### config.mk
export PLATFORM = sky130hd
export DESIGN_NAME = timer_arbiter
export DESIGN_NICKNAME = d
export VERILOG_FILES = /design/src/rtl/timer_arbiter.sv
export SDC_FILE = /design/constraint.sdc
export NUM_CORES = 1
export LEC_CHECK = 0
export CAP_MARGIN = 5
export CELL_PAD_IN_SITES_DETAIL_PLACEMENT = 1
export CELL_PAD_IN_SITES_GLOBAL_PLACEMENT = 1
export CORE_AREA = 2 2 90 92
export CTS_CLUSTER_DIAMETER = 60
export CTS_CLUSTER_SIZE = 25
export DETAILED_ROUTE_END_ITERATION = 16
export DIE_AREA = 0 0 92 94
export PLACE_DENSITY_LB_ADDON = 0.1
export SYNTH_ARGS = -nofsm -noshare
export SYNTH_HDL_FRONTEND = slang
export SYNTH_SLANG_ARGS = --single-unit
### constraint.sdc
create_clock -name CLK -period 4.6 [get_ports CLK]
set_input_delay 0.46 -clock CLK [delete_from_list [all_inputs] [get_ports CLK]]
set_output_delay 0.46 -clock CLK [all_outputs]
set_load 0.02 [all_outputs]
### src/rtl/timer_arbiter.sv
// Round-robin arbiter sharing one prescaled countdown timer among NREQ requesters.
// Optional ABORT input is enabled by defining TIMER_ABORT_EN.
module timer_arbiter #(
  parameter int NREQ     = 4,
  parameter int DW       = 16,
  parameter int PRESCALE = 100,
  localparam int GW      = (NREQ > 1) ? $clog2(NREQ) : 1
) (
  input  logic               CLK,
  input  logic               RST,
  input  logic [NREQ-1:0]    REQ,
  input  logic [NREQ*DW-1:0] DLY,
`ifdef TIMER_ABORT_EN
  input  logic               ABORT,
`endif
  output logic [NREQ-1:0]    ACK,
  output logic [NREQ-1:0]    DONE,
  output logic               BUSY,
  output logic [GW-1:0]      GNT_ID
);

  localparam int PW = (PRESCALE > 1) ? $clog2(PRESCALE) : 1;

  typedef enum logic [1:0] {IDLE, RUN, FIN} state_t;

  state_t          state;
  logic [GW-1:0]   rr_ptr;
  logic [PW-1:0]   pcnt;
  logic [DW-1:0]   remaining;
  logic            found;
  logic [GW-1:0]   pick_idx;
  logic [DW-1:0]   pick_dly;
  logic            abort_now;
  int              idx;

`ifdef TIMER_ABORT_EN
  assign abort_now = ABORT;
`else
  assign abort_now = 1'b0;
`endif

  // First requester at or above rr_ptr, wrapping around.
  always_comb begin
    found    = 1'b0;
    pick_idx = '0;
    idx      = 0;
    for (int k = 0; k < NREQ; k++) begin
      idx = (int'(rr_ptr) + k) % NREQ;
      if (!found && REQ[GW'(idx)]) begin
        found    = 1'b1;
        pick_idx = GW'(idx);
      end
    end
  end

  assign pick_dly = DLY[int'(pick_idx)*DW +: DW];

  always_ff @(posedge CLK or posedge RST) begin
    if (RST) begin
      state     <= IDLE;
      ACK       <= '0;
      DONE      <= '0;
      BUSY      <= 1'b0;
      GNT_ID    <= '0;
      rr_ptr    <= '0;
      pcnt      <= '0;
      remaining <= '0;
    end else begin
      ACK  <= '0;
      DONE <= '0;
      case (state)
        IDLE: begin
          if (found) begin
            remaining <= pick_dly;
            pcnt      <= '0;
            GNT_ID    <= pick_idx;
            rr_ptr    <= (pick_idx == GW'(NREQ-1)) ? '0 : pick_idx + GW'(1);
            ACK       <= NREQ'(1) << pick_idx;
            BUSY      <= 1'b1;
            state     <= RUN;
          end
        end
        RUN: begin
          if (abort_now) begin
            state <= IDLE;
            BUSY  <= 1'b0;
            pcnt  <= '0;
          end else if (remaining == '0) begin
            // Zero-length delay: one RUN cycle keeps ACK and DONE in separate cycles.
            state <= FIN;
            DONE  <= NREQ'(1) << GNT_ID;
          end else if (pcnt == PW'(PRESCALE-1)) begin
            pcnt      <= '0;
            remaining <= remaining - DW'(1);
            if (remaining == DW'(1)) begin
              state <= FIN;
              DONE  <= NREQ'(1) << GNT_ID;
            end
          end else begin
            pcnt <= pcnt + PW'(1);
          end
        end
        FIN: begin
          state <= IDLE;
          BUSY  <= 1'b0;
        end
        default: begin
          state <= IDLE;
          BUSY  <= 1'b0;
        end
      endcase
    end
  end

endmodule

# --- Yosys cells after proc, flatten, opt, wreduce, memory -nomap -nowiden ---
# Cells that the tools add are included.
totals:
  word_cells: 87
  out_inout_bits: 11
  reg_bits: 38
  in_bits: 70
classes:
  bitwise_logic: 1
  n_mux: 42
  n_lt_le_gt_ge: 4
  n_reduce_logical: 14
  eq_ne: 9
  n_shift: 3
  add_sub_neg: 6
op_table:
  columns: ["op", "count"]
  rows:
  - ["$shiftx 64x7->16", 1]
  - ["$mux 16", 3]
  - ["$pmux 16 s2", 1]
  - ["$mux 4", 6]
  - ["$mux 7", 3]
  - ["$mux 2", 9]
  - ["$eq 16x1->1 const B", 1]
  - ["$logic_not 16->1", 1]
  - ["$lt 2x4->1 const B", 4]
  - ["$sub 16x1->16 const B", 1]
  - ["$pmux 7 s2", 1]
  - ["$mux 1", 13]
  - ["$bmux 1 s2", 4]
  - ["$shl 1x2->4 const A", 2]
  - ["$add 7x1->7 const B", 1]
  - ["$eq 7x7->1 const B", 1]
  - ["$ne 2x2->1 const B", 3]
  - ["$ne 3x3->1 const B", 2]
  - ["$reduce_and 3->1", 2]
  - ["$add 2x1->2 const B", 2]
  - ["$add 2x2->2 const B", 2]
  - ["$pmux 2 s2", 1]
  - ["$reduce_and 2->1", 2]
  - ["$reduce_and 4->1", 1]
  - ["8 further kinds", 12]

# --- Depth between registers and ports, before layout ---
# Gate-level depths: netlist of the first run.
logic_depth:
  ltp_word: 16
  ltp_mapped: 10
  mapped_depth_nobuf: 8

# --- Worst setup path before layout of the first run ---
# No wires, ideal clock.
synth_path:
  path_kind: "flip-flop to flip-flop"
  start: "register remaining[0]"
  end: "register remaining[0]"
  setup_ps: 126
  arrival_ps: 1980
  path_buffers: 1
  path_slack_ps: 2494
  stages_incl_launch_ff: 9
  synth_period_minus_slack_ps: 2106
  required_ps: 4474
  cell_sequence: "dfrtp_1 -> inv_1 -> ha_1 -> nor4b_1 -> o21ai_1 -> o211ai_2 -> buf_4 -> nor3_1 -> a221o_1"
synth_via:
  elab_chain_len: 4
  word_cells_on_any_way: 7
  classes_between: "add/sub: 1; eq/ne: 1; mux: 3; reduce/logical: 2"
synth_rtl:
  columns: ["element", "line_no", "rtl"]
  rows:
  - ["from (decl)", "29", "logic [DW-1:0] remaining;"]
  - ["from (signal assigned)", "74", "remaining <= pick_dly;"]
  - ["from (signal assigned)", "94", "remaining <= remaining - DW'(1);"]
  - ["$sub 16x1->16", "94", null]
  - ["$mux 16", "92", "end else if (pcnt == PW'(PRESCALE-1)) begin"]
  - ["$mux 16", "88", "end else if (remaining == '0) begin"]
  - ["$pmux 16 s2", "71", "case (state)"]
# Several ways; a longest one is shown, not always the timed one. The select of a mux whose other input is x is not followed.
# A chain may end at the register's enable or synchronous reset.

# --- Worst setup path in the final report of the first run ---
layout_path:
  start: "input REQ[0]"
  end: "register remaining[10]"
layout_via:
  elab_chain_len: 16
  word_cells_on_any_way: 31
  classes_between: "eq/ne: 1; shift: 1; mux: 22; reduce/logical: 7"
layout_rtl:
  columns: ["element", "line_no", "rtl"]
  rows:
  - ["from (decl)", "11", "input logic [NREQ-1:0] REQ,"]
  - ["$bmux 1 s2", "49", "if (!found && REQ[GW'(idx)]) begin"]
  - ["$mux 1 (implied by the code) (2 in series)", "49", null]
  - ["$mux 1", "49", null]
  - ["$logic_not 1->1", "49", null]
  - ["$logic_and 1x1->1", "49", null]
  - ["$mux 1", "49", null]
  - ["$logic_not 1->1", "49", null]
  - ["$logic_and 1x1->1", "49", null]
  - ["$mux 1", "49", null]
  - ["$logic_not 1->1", "49", null]
  - ["$logic_and 1x1->1", "49", null]
  - ["$mux 2", "49", null]
  - ["$shiftx 64x7->16", "56", "assign pick_dly = DLY[int'(pick_idx)*DW +: DW];"]
  - ["$mux 16", "73", "if (found) begin"]
  - ["$pmux 16 s2", "71", null]
# Several ways; a longest one is shown, not always the timed one. The select of a mux whose other input is x is not followed.

==> metrics.md, run 1 <==
| Metric | Value |
|---|---|
| Hold Path End | `BUSY` |
| Max-cap violation count | `0` |
| Setup slack, reg-to-reg | `1.63 ns` |
| Total routing resource utilization after global routing | `18.5%` |
| Peak supply drop | `113 uV` |
| Transition at the pin with the smallest max-transition slack | `0.872 ns` |
| Sort of element at the start of the critical path | `primary input` |
| Endpoint of the worst register-to-register path | `remaining[8]` |
| Worst R2R Start | `remaining[0]` |
| Die height | `94 um` |
| Vias in the first global route | `2761` |
| Layout cells sized above 1 | `6.46%` |
| Gp weighted congestion | `0.811` |
| Simple logic cell fraction of the synthesized area | `roughly 25%` |
| Reg2Reg Depth | `8` |
| Sequential fraction of the synthesis area | `36.2%` |
| Cts-stage hold buffer count | `0` |
| Crit path DAT | `3.17 ns` |
| Worst Path Required | `4.78 ns` |
| Static leakage | `1.56 nW` |
| Port Buffer Count | `80` |
| Number of antenna violations at the first check in global routing | `0` |
| Combined area of the multi-input logic cells | `0.00152 sq mm` |
| Die ar. | `approximately 0.0086 sq mm` |
| Final Instance Count excl. Fillers | `489` |
| Post-route DRC violation count | `0` |
| Number of clock sinks | `38` |
| Synthesized-area fraction occupied by adder cells | `1.90%` |
| Antenna violation net count after detailed routing | `0` |
| Crit path cell chain | `clkdlybuf4s50_1 -> nor3b_1 -> a221o_1 -> inv_2 -> a211oi_2 -> a21oi_1 -> a221o_1` |
| Worst slack at placement | `1.29 ns` |
| Launch point of the worst hold path | `BUSY` |
| Total routed wirelength | `7380 um` |
| Total negative setup slack | `0 ns` |
| Boundary pin count | `81` |
| Register clock-pin slew on the reported worst setup and hold paths | `~0.080 ns` |
| Endpoint kind of the worst setup timing path | `register` |
| Kind of critical path | `in -> reg` |
| HPWL after detailed placement | `5640 um` |
| Routed length per placed instance | `15.1 um` |
| Layout net count | `between 400 and 500` |
| Total of flip-flops plus latches after synthesis | `38` |
| Maximum fanout encountered on the critical timing path | `23` |
| Maximum number of pins on one net before global-route repair | `39` |
| Maximum count of clock buffers along a single path | `2` |
| Ys flop type | `dfrtp_1` |
| Top library cells by usage in the layout, fill and taps aside | `clkdlybuf4s50_1 (80), nand2_1 (49), dfrtp_1 (38), o21ai_0 (25), a21oi_1 (24)` |
| Worst clock skew | `between 0.005 and 0.006 ns` |
| Syn Std Cell Area | `0.00263 sq mm` |
| Area growth from synthesis to final layout | `36.6%` |
| Mean instance size in the synthesized netlist | `between 8 and 9 sq um` |
| DIE WIDTH | `92 um` |
| First-pass GRT wire length | `13100 um` |
| Antenna diode count | `0` |
| Min-Delay Path Class | `reg -> reg` |
| Placed cell count | `481` |
| Fraction of synthesized area in multiplexers | `roughly 7.7%` |
| Main combinational cell family by area after synthesis | `simple AND/OR/NAND/NOR gates` |
| Standard cell core area | `0.00761 sq mm` |
| Number of placement rows | `32` |
| Parity-gate share of the synthesized area counting xor and xnor cells | `0.333%` |
| Drt pass-1 iters | `4` |
| Crit path largest cell delay | `0.73 ns` |
| Final critical-path share of the clock period | `65.1%` |
| Tightest slew margin relative to the limit | `41.9%` |
| Mean number of vias per cell | `5.39` |
| Share of flip-flops with an asynchronous set or reset after synthesis | `between 90% and 100%` |
| Count of cells along the worst hold path | `1` |
| Distinct cell type count after synthesis | `60` |
| Number of buffers created by CTS | `5` |
| Most frequent cell on the critical path | `a221o_1` |
| Leftover overflow at the end of global routing | `0` |
| Final count of hold timing violations | `0` |
| Max Fclk | `334 MHz` |
| Total vias in the final route | `2635` |
| Post-synth EDFFs | `0` |
| Most common cell after layout, fill and taps aside | `clkdlybuf4s50_1` |
| Critical path's slowest cell | `a221o_1` |
| Result of the run | `finished, final reports clean` |
| Layout filler cell count | `897` |
| Count of routing violations after the opening detailed-route iteration | `97` |
| Setup repair after global routing missed its margin | `no` |
| Sequential Area | `951 sq um` |
| H-tree depth | `2` |
| Max-slew violation total from the final report | `0` |
| Setup violations, final | `0` |
| Synth Instances | `312` |
| Number of buffers added for setup after CTS | `0` |
| Synth Net Count | `386` |
| Clock tree from TritonCTS | `built` |
| Count of cells resized by post-cts repair | `0` |
| Complex-gate fraction of the synthesized area | `22.9%` |
| Synth warnings | `0` |
| Root Driver | `clkbuf_8` |
| Worst setup slack after layout | `roughly 1.6 ns` |
| Starting Density | `around a third` |
| Min Tclk post-route | `3.00 ns` |
| Total power density per cell area | `286 mW/mm^2` |
| Clock latency on the worst-skew pair | `0.29 ns` |
## worst max-delay path, delay by kind of cell
kind,cells,cell delay (ns)
buffers and inverters,2,0.94
AO/OA/AOI/OAI,4,1.47
AND/OR/NAND/NOR,1,0.28
## logic make-up after synthesis
| kind of cell | count (synthesis) |
|---|---|
| xor+xnor | 1 |
| flops | 38 |
| mux | 20 |
| compound gates | 90 |
| simple gates | 129 |
| buf+inv | 30 |
| fa+ha+maj | 4 |
## synth_stat cells (4+ instances only)
| cell type | number | area (sq um) |
|---|---|---|
| nand2_1 | 49 | 184 |
| dfrtp_1 | 38 | 951 |
| o21ai_0 | 25 | 125 |
| a21oi_1 | 24 | 120 |
| mux2i_1 | 19 | 190 |
| nor2_1 | 19 | 71.3 |
| inv_1 | 11 | 41.3 |
| nand3_1 | 10 | 50.1 |
| nor3_1 | 10 | 50.1 |
| buf_2 | 8 | 40.0 |
| a221o_1 | 5 | 50.1 |
| and3_1 | 5 | 31.3 |
| clkbuf_1 | 4 | 15.0 |
| ha_1 | 4 | 50.1 |
| nand4_1 | 4 | 25.0 |
| nor3b_1 | 4 | 30.0 |
| nor4_1 | 4 | 25.0 |
## stage by stage
| step | utilization (%) | power (mW) | cell area (sq um) | hold WS (ns) |
|---|---|---|---|---|
| after floorplan | - | 0.637 | 2630 | 0.468 |
| after global placement | 45.8 | 0.745 | 3480 | 0.470 |
| after detailed placement | 45.8 | 0.754 | 3480 | 0.481 |
| after CTS | 47.2 | 1.04 | 3590 | 0.498 |
| after global routing | 47.2 | 1.11 | 3590 | 0.530 |
| final | 47.2 | 1.03 | 3590 | 0.488 |
## routing by layer
| metal | track usage (%) | part of all wire, % |
|---|---|---|
| met5 | 0 | 0 |
| met4 | 4.35 | 0.96 |
| met3 | 3.61 | 4.9 |
| met2 | 31.3 | 47 |
| met1 | 24.4 | 47 |
## worst max-delay path by stage
stage / cells past startpoint / startpoint / slack (ns) / endpoint
2_1_floorplan: 8 / remaining[0] / 2.49 / remaining[0]
3_3_place_gp: 7 / REQ[0] / 1.38 / remaining[10]
3_5_place_dp: 7 / REQ[0] / 1.29 / remaining[10]
4_1_cts: 8 / remaining[0] / 1.57 / remaining[8]
5_1_grt: 7 / REQ[0] / 1.31 / remaining[14]
6_report: 7 / REQ[0] / 1.60 / remaining[10]
## registers in the layout, summed over array words and instances, names as in the netlist
name / flops
pcnt: 7
BUSY: 1
GNT_ID: 2
remaining: 16
rr_ptr: 2
DONE: 4
state: 2
ACK: 4
## report_power, final
group	internal (mW)	switching (mW)
Clock	0.160	0.120
Sequential	0.381	0.0603
Combinational	0.153	0.153
## area by class of cell
cell class                 count  area share, %
sequential                    38           26.5
inverter                      12           1.25
tap                          102           3.55
multi-input combinational    244           42.4
timing repair buffer          85           23.3
clock buffer                   5           1.92
clock inverter                 3           1.11
No activity file was read; power rests on OpenSTA's default activity.
==> run 2: changes to the inputs <==
- CORE_AREA: 2 2 90 92 -> 2 2 91 93
- DIE_AREA: 0 0 92 94 -> 0 0 93 95
- clock period: 4.6 -> 2.8 ns (I/O delays scaled with it)
==> run 2 against run 1 <==
  * Wire length rose by 4.5%
  * Via count rose by 0.65%
  * Global-route usage rose by 0.36 points
  * Flip-flop and latch count did not move
  * Die area rose by 2.2%
  * Critical path type is now reg -> reg
  * Critical endpoint is now remaining[12]
  * Highest routed layer unchanged
==> metrics.md, run 2 (synthesis results as in run 1) <==
| Metric | Value |
|---|---|
| Result of the run | `finished, final reports clean` |
| Min-Delay Path Class | `in -> async` |
| Worst clock skew | `0.00443 ns` |
| Maximum fanout encountered on the critical timing path | `19` |
| HPWL after detailed placement | `5820 um` |
| Count of routing violations after the opening detailed-route iteration | `53` |
| Sort of element at the start of the critical path | `register` |
| Kind of critical path | `reg -> reg` |
| Register clock-pin slew on the reported worst setup and hold paths | `0.08 ns` |
| Crit path DAT | `2.60 ns` |
| Number of buffers added for setup after CTS | `0` |
| Static leakage | `1.60 nW` |
| Total routing resource utilization after global routing | `18.8%` |
| First-pass GRT wire length | `13300 um` |
| Number of placement rows | `33` |
| Final count of hold timing violations | `0` |
| Max-slew violation total from the final report | `0` |
| Vias in the first global route | `2737` |
| Total power density per cell area | `~470 mW/mm^2` |
| Drt pass-1 iters | `4` |
| Cts-stage hold buffer count | `0` |
| Tightest slew margin relative to the limit | `57.5%` |
| Root Driver | `clkbuf_8` |
| Setup repair after global routing missed its margin | `no` |
| Antenna violation net count after detailed routing | `0` |
| H-tree depth | `2` |
| Standard cell core area | `just under 0.008 sq mm` |
| Total negative setup slack | `0 ns` |
| Crit path largest cell delay | `0.50 ns` |
| Worst Path Required | `roughly 3.0 ns` |
| Worst slack at placement | `0.0952 ns` |
| Number of clock sinks | `38` |
| Number of antenna violations at the first check in global routing | `0` |
| Die height | `roughly 95 um` |
| Setup violations, final | `0` |
| Transition at the pin with the smallest max-transition slack | `between 0.6 and 0.7 ns` |
| Total routed wirelength | `7710 um` |
| Final Cell Area | `between 0.003 and 0.004 sq mm` |
| Total vias in the final route | `2652` |
| Top library cells by usage in the layout, fill and taps aside | `clkdlybuf4s50_1 (80), nand2_1 (49), dfrtp_1 (38), o21ai_0 (25), a21oi_1 (24)` |
| Peak supply drop | `185 uV` |
| Maximum count of clock buffers along a single path | `2` |
| Number of buffers created by CTS | `5` |
| Starting Density | `about a third` |
| Boundary pin count | `81` |
| Critical path's slowest cell | `o211a_1` |
| Endpoint kind of the worst setup timing path | `register` |
| Clock latency on the worst-skew pair | `0.29 ns` |
| Max Fclk | `415 MHz` |
| Port Buffer Count | `80` |
| Area growth from synthesis to final layout | `39.8%` |
| Crit path max-delay family | `compound AO/OA/AOI/OAI gates` |
| Largest registers ranked by flip-flop count | `remaining (16), pcnt (7)` |
| Leftover overflow at the end of global routing | `0` |
| Most common cell after layout, fill and taps aside | `clkdlybuf4s50_1` |
| Register bank with the most flops | `remaining` |
| Area after DPL | `0.00357 sq mm` |
| Gp weighted congestion | `about 0.77` |
| Layout net count | `469` |
| Final critical-path share of the clock period | `86.1%` |
| Post-route DRC violation count | `0` |
| Layout cells sized above 1 | `8.59%` |
| Die ar. | `0.00884 sq mm` |
| Count of cells resized by post-cts repair | `0` |
| DIE WIDTH | `roughly 93 um` |
| Worst setup slack after layout | `slightly below 0.4 ns` |
| Clock tree from TritonCTS | `built` |
| Routed length per placed instance | `15.4 um` |
| Min Tclk post-route | `2.41 ns` |
| Crit path cell chain | `inv_1 -> ha_1 -> nor4b_1 -> o21ai_1 -> o211a_1 -> a21oi_1 -> and3b_1` |
| Number of flip-flops under the largest register name | `16` |
| Antenna diode count | `0` |
| Max-cap violation count | `0` |
| Mean number of vias per cell | `~5.3` |
| Crit path buffers/inverters | `1` |
| Maximum number of pins on one net before global-route repair | `39` |
## run 2: cell type report
type / instances / area [sq um]
Multi-Input combinational cell: 244 / 1520
Clock buffer: 5 / 68.8
Clock inverter: 3 / 40.0
Inverter: 12 / 45.0
Sequential cell: 38 / 951
Fill cell: 961 / 4250
Tap cell: 105 / 131
Timing Repair Buffer: 94 / 918
## run 2: metal layers
layer / global-route usage (%) / wire length, um / vias up
met5: 0 / 0 / -
met4: 5.15 / 87 / 0
met3: 2.79 / 284 / 6
met2: 31.4 / 3590 / 68
met1: 25.5 / 3750 / 1270
li1: - / - / 1308
## run 2: path summary, 6_finish.rpt
check / slack, ns / depth (start not counted) / from / endpoint
worst max-delay path: 0.39 / 7 / remaining[0] / remaining[12]
max in group asynchronous: 2.05 / 3 / RST / remaining[5]
worst min-delay path: 0.41 / 3 / RST / pcnt[2]
worst max register to register: 0.39 / 7 / remaining[0] / remaining[12]
worst min register to register: 0.49 / 1 / BUSY / BUSY
min in group CLK: 0.49 / 1 / BUSY / BUSY
## run 2: where the power goes
| group | internal [mW] | total (mW) | switching [mW] |
|---|---|---|---|
| sequential | 0.626 | 0.728 | 0.102 |
| combinational | 0.271 | 0.533 | 0.262 |
| clock | 0.262 | 0.467 | 0.205 |
| total | 1.16 | 1.73 | 0.569 |
## run 2: metrics by stage
stage | util, % | power, mW | hold slack [ns] | instances
2_1_floorplan | - | 1.05 | 0.468 | 312
3_3_place_gp | 45.0 | 1.25 | 0.466 | 493
3_5_place_dp | 45.0 | 1.27 | 0.478 | 493
4_1_cts | 46.4 | 1.75 | 0.433 | 501
5_1_grt | 46.4 | 1.85 | 0.468 | 501
6_report | 46.4 | 1.73 | 0.410 | 501
## run 2: tightest hold or removal path: stages
cell             delay, ns
clkdlybuf4s50_1       0.40
inv_1                 0.05
buf_4                 0.42
==> run 3: changes to the inputs <==
- SETUP_SLACK_MARGIN: default -> 0.5
==> run 3 against run 2 <==
  * Power increased by 1.3%
  * Clock-buffer cell count did not move
  * Cell count up 0.60%
  * Critical path depth unchanged
  * First-iteration DRC count increased by 13%
  * Non-clock buffer count is 3 higher
  * Global-route usage is essentially flat
  * Critical path type unchanged
  * Wire length about the same
  * Sequential power grew 0.7%
  * Flip-flop and latch count is the same
==> metrics.md, run 3 (synthesis results as in run 1) <==
| Metric | Value |
|---|---|
| Sequential cell fraction of total power | `between 40% and 50%` |
| Area after DPL | `0.00357 sq mm` |
| Sort of element at the start of the critical path | `register` |
| Leftover overflow at the end of global routing | `0` |
| Total power density per cell area | `469 mW/mm^2` |
| Switching part of the total | `33.0%` |
| Layout cells sized above 1 | `10.5%` |
| DIE WIDTH | `93 um` |
| Endpoint kind of the worst setup timing path | `register` |
| Starting Density | `33.2%` |
| Cell Int Power | `~1.2 mW` |
| Min Tclk post-route | `2.17 ns` |
| Met3 Track Usage GR | `2.55%` |
| Number of antenna violations at the first check in global routing | `0` |
| Total vias in the final route | `between 2000 and 3000` |
| Setup violations, final | `0` |
| Area growth from synthesis to final layout | `42.1%` |
| Net Sw Power | `about 580 uW` |
| Worst R2R Start | `remaining[7]` |
| Final count of hold timing violations | `0` |
| Total negative setup slack | `0 ns` |
| Most common cell after layout, fill and taps aside | `clkdlybuf4s50_1` |
| Critical path's slowest cell | `dfrtp_1` |
| Relative contribution of the clock network to total power | `about a quarter` |
| Cts-stage hold buffer count | `0` |
| Most frequent cell on the critical path | `buf_4` |
| Routed length per placed instance | `15.3 um` |
| Antenna diode count | `0` |
| Die ar. | `0.00884 sq mm` |
| WP depth | `7` |
| Root Driver | `clkbuf_8` |
| Final Cell Area | `0.00373 sq mm` |
| Register clock-pin slew on the reported worst setup and hold paths | `0.08 ns` |
| Maximum fanout encountered on the critical timing path | `8` |
| Antenna violation net count after detailed routing | `0` |
| Total routed wirelength | `7710 um` |
| Clock latency on the worst-skew pair | `0.29 ns` |
| Crit path max-delay family | `simple AND/OR/NAND/NOR gates` |
| Result of the run | `finished, final reports clean` |
| Crit path cell chain | `nor4_4 -> nand4_1 -> buf_4 -> o211ai_2 -> buf_4 -> nor3_1 -> a221o_1` |
| Maximum count of clock buffers along a single path | `2` |
| Die height | `95 um` |
| Max-slew violation total from the final report | `0` |
| H-tree depth | `2` |
| Vias in the first global route | `2748` |
| Layout net count | `approximately 470` |
| Setup slack, reg-to-reg | `approximately 0.63 ns` |
| Combinational Power Share | `31.5%` |
| Gp weighted congestion | `0.770` |
| Post-route DRC violation count | `0` |
| Max Fclk | `461 MHz` |
| Crit path largest cell delay | `0.47 ns` |
| Tightest slew margin relative to the limit | `58.6%` |
| Kind of critical path | `reg -> reg` |
| Register bank with the most flops | `remaining` |
| Max-cap violation count | `0` |
| Crit path buffers/inverters | `2` |
| Largest registers ranked by flip-flop count | `remaining (16), pcnt (7)` |
| Total routing resource utilization after global routing | `18.8%` |
| Worst clock skew | `around 0.0054 ns` |
| HPWL after detailed placement | `5820 um` |
| Layout filler cell count | `953` |
| Drt pass-1 iters | `4` |
| Top library cells by usage in the layout, fill and taps aside | `clkdlybuf4s50_1 (79), nand2_1 (49), dfrtp_1 (38), o21ai_0 (25), a21oi_1 (24)` |
| Count of routing violations after the opening detailed-route iteration | `60` |
| Number of buffers created by CTS | `5` |
| Standard cell core area | `0.00793 sq mm` |
| Port Buffer Count | `80` |
| Peak supply drop | `185 uV` |
| Transition at the pin with the smallest max-transition slack | `0.619 ns` |
| Crit path DAT | `2.36 ns` |
| Clock tree from TritonCTS | `built` |
| Boundary pin count | `a little over 80` |
| Setup repair after global routing missed its margin | `no` |
| Static leakage | `between 1.5 and 2 nW` |
| Number of flip-flops under the largest register name | `16` |
| Number of clock sinks | `38` |
| Reg2Reg Depth | `7` |
| Mean number of vias per cell | `5.31` |
| Worst Path Required | `2.99 ns` |
| Maximum number of pins on one net before global-route repair | `39` |
| Global-route track usage on met2 | `31.4%` |
| Final critical-path share of the clock period | `77.5%` |
| Final Core Density | `47.1%` |
| First-pass GRT wire length | `13300 um` |
| Endpoint of the worst register-to-register path | `remaining[10]` |
| Met1 GRT Util | `25.6%` |
| Number of placement rows | `33` |
| Most congested layer reported by global routing | `met2` |
| Min-Delay Path Class | `in -> async` |
[run 3: how the worst max path moves through the flow]
stage / from / end
after floorplan: remaining[0] / remaining[0]
after global placement: REQ[0] / remaining[0]
after detailed placement: REQ[0] / remaining[14]
after CTS: remaining[7] / remaining[10]
after global routing: remaining[0] / remaining[10]
final: remaining[7] / remaining[10]
[run 3: final cells by class]
type	instances	area, sq um	share of cell area [%]
clock buffer	5	68.8	1.84
clock inverter	3	40.0	1.07
inverter	12	47.5	1.27
multi-input combinational	244	1550	41.6
sequential	38	951	25.5
tap	105	131	3.52
timing repair buffer	97	943	25.3
[run 3: power groups by stage]
stage	Clock [mW]	Sequential (mW)	Combinational, mW
floorplan	0	0.705	0.342
global placement	0	0.727	0.524
detailed placement	0	0.733	0.538
CTS	0.481	0.727	0.542
global route	0.506	0.746	0.625
finish	0.467	0.733	0.551
[run 3: repair_timing]
item	4_1_cts	5_1_grt
resized for setup	3	7
setup buffers	0	3
endpoints found under the setup margin	15	16
pin swaps	0	2
[run 3: layer usage]
metal	part of all wire (%)	up-vias
met2	47	67
li1	-	1317
met1	48	1287
met5	0	-
met4	1.4	0
met3	3.6	7
[run 3: stage by stage]
| step | hold WS, ns | worst slack, ns | std cells | power, mW |
|---|---|---|---|---|
| after floorplan | 0.468 | 0.694 | 312 | 1.05 |
| after global placement | 0.466 | 0.205 | 493 | 1.25 |
| after detailed placement | 0.478 | 0.0952 | 493 | 1.27 |
| after CTS | 0.433 | 0.515 | 501 | 1.75 |
| after global routing | 0.468 | 0.504 | 504 | 1.88 |
| final | 0.409 | 0.630 | 504 | 1.75 |
[run 3: worst register-to-register path, cell delays in order (launching register included)]
cell and delay [ns]:
dfrtp_1 0.47, nor4_4 0.44, nand4_1 0.14, buf_4 0.17, o211ai_2 0.28, buf_4 0.22
nor3_1 0.06, a221o_1 0.28
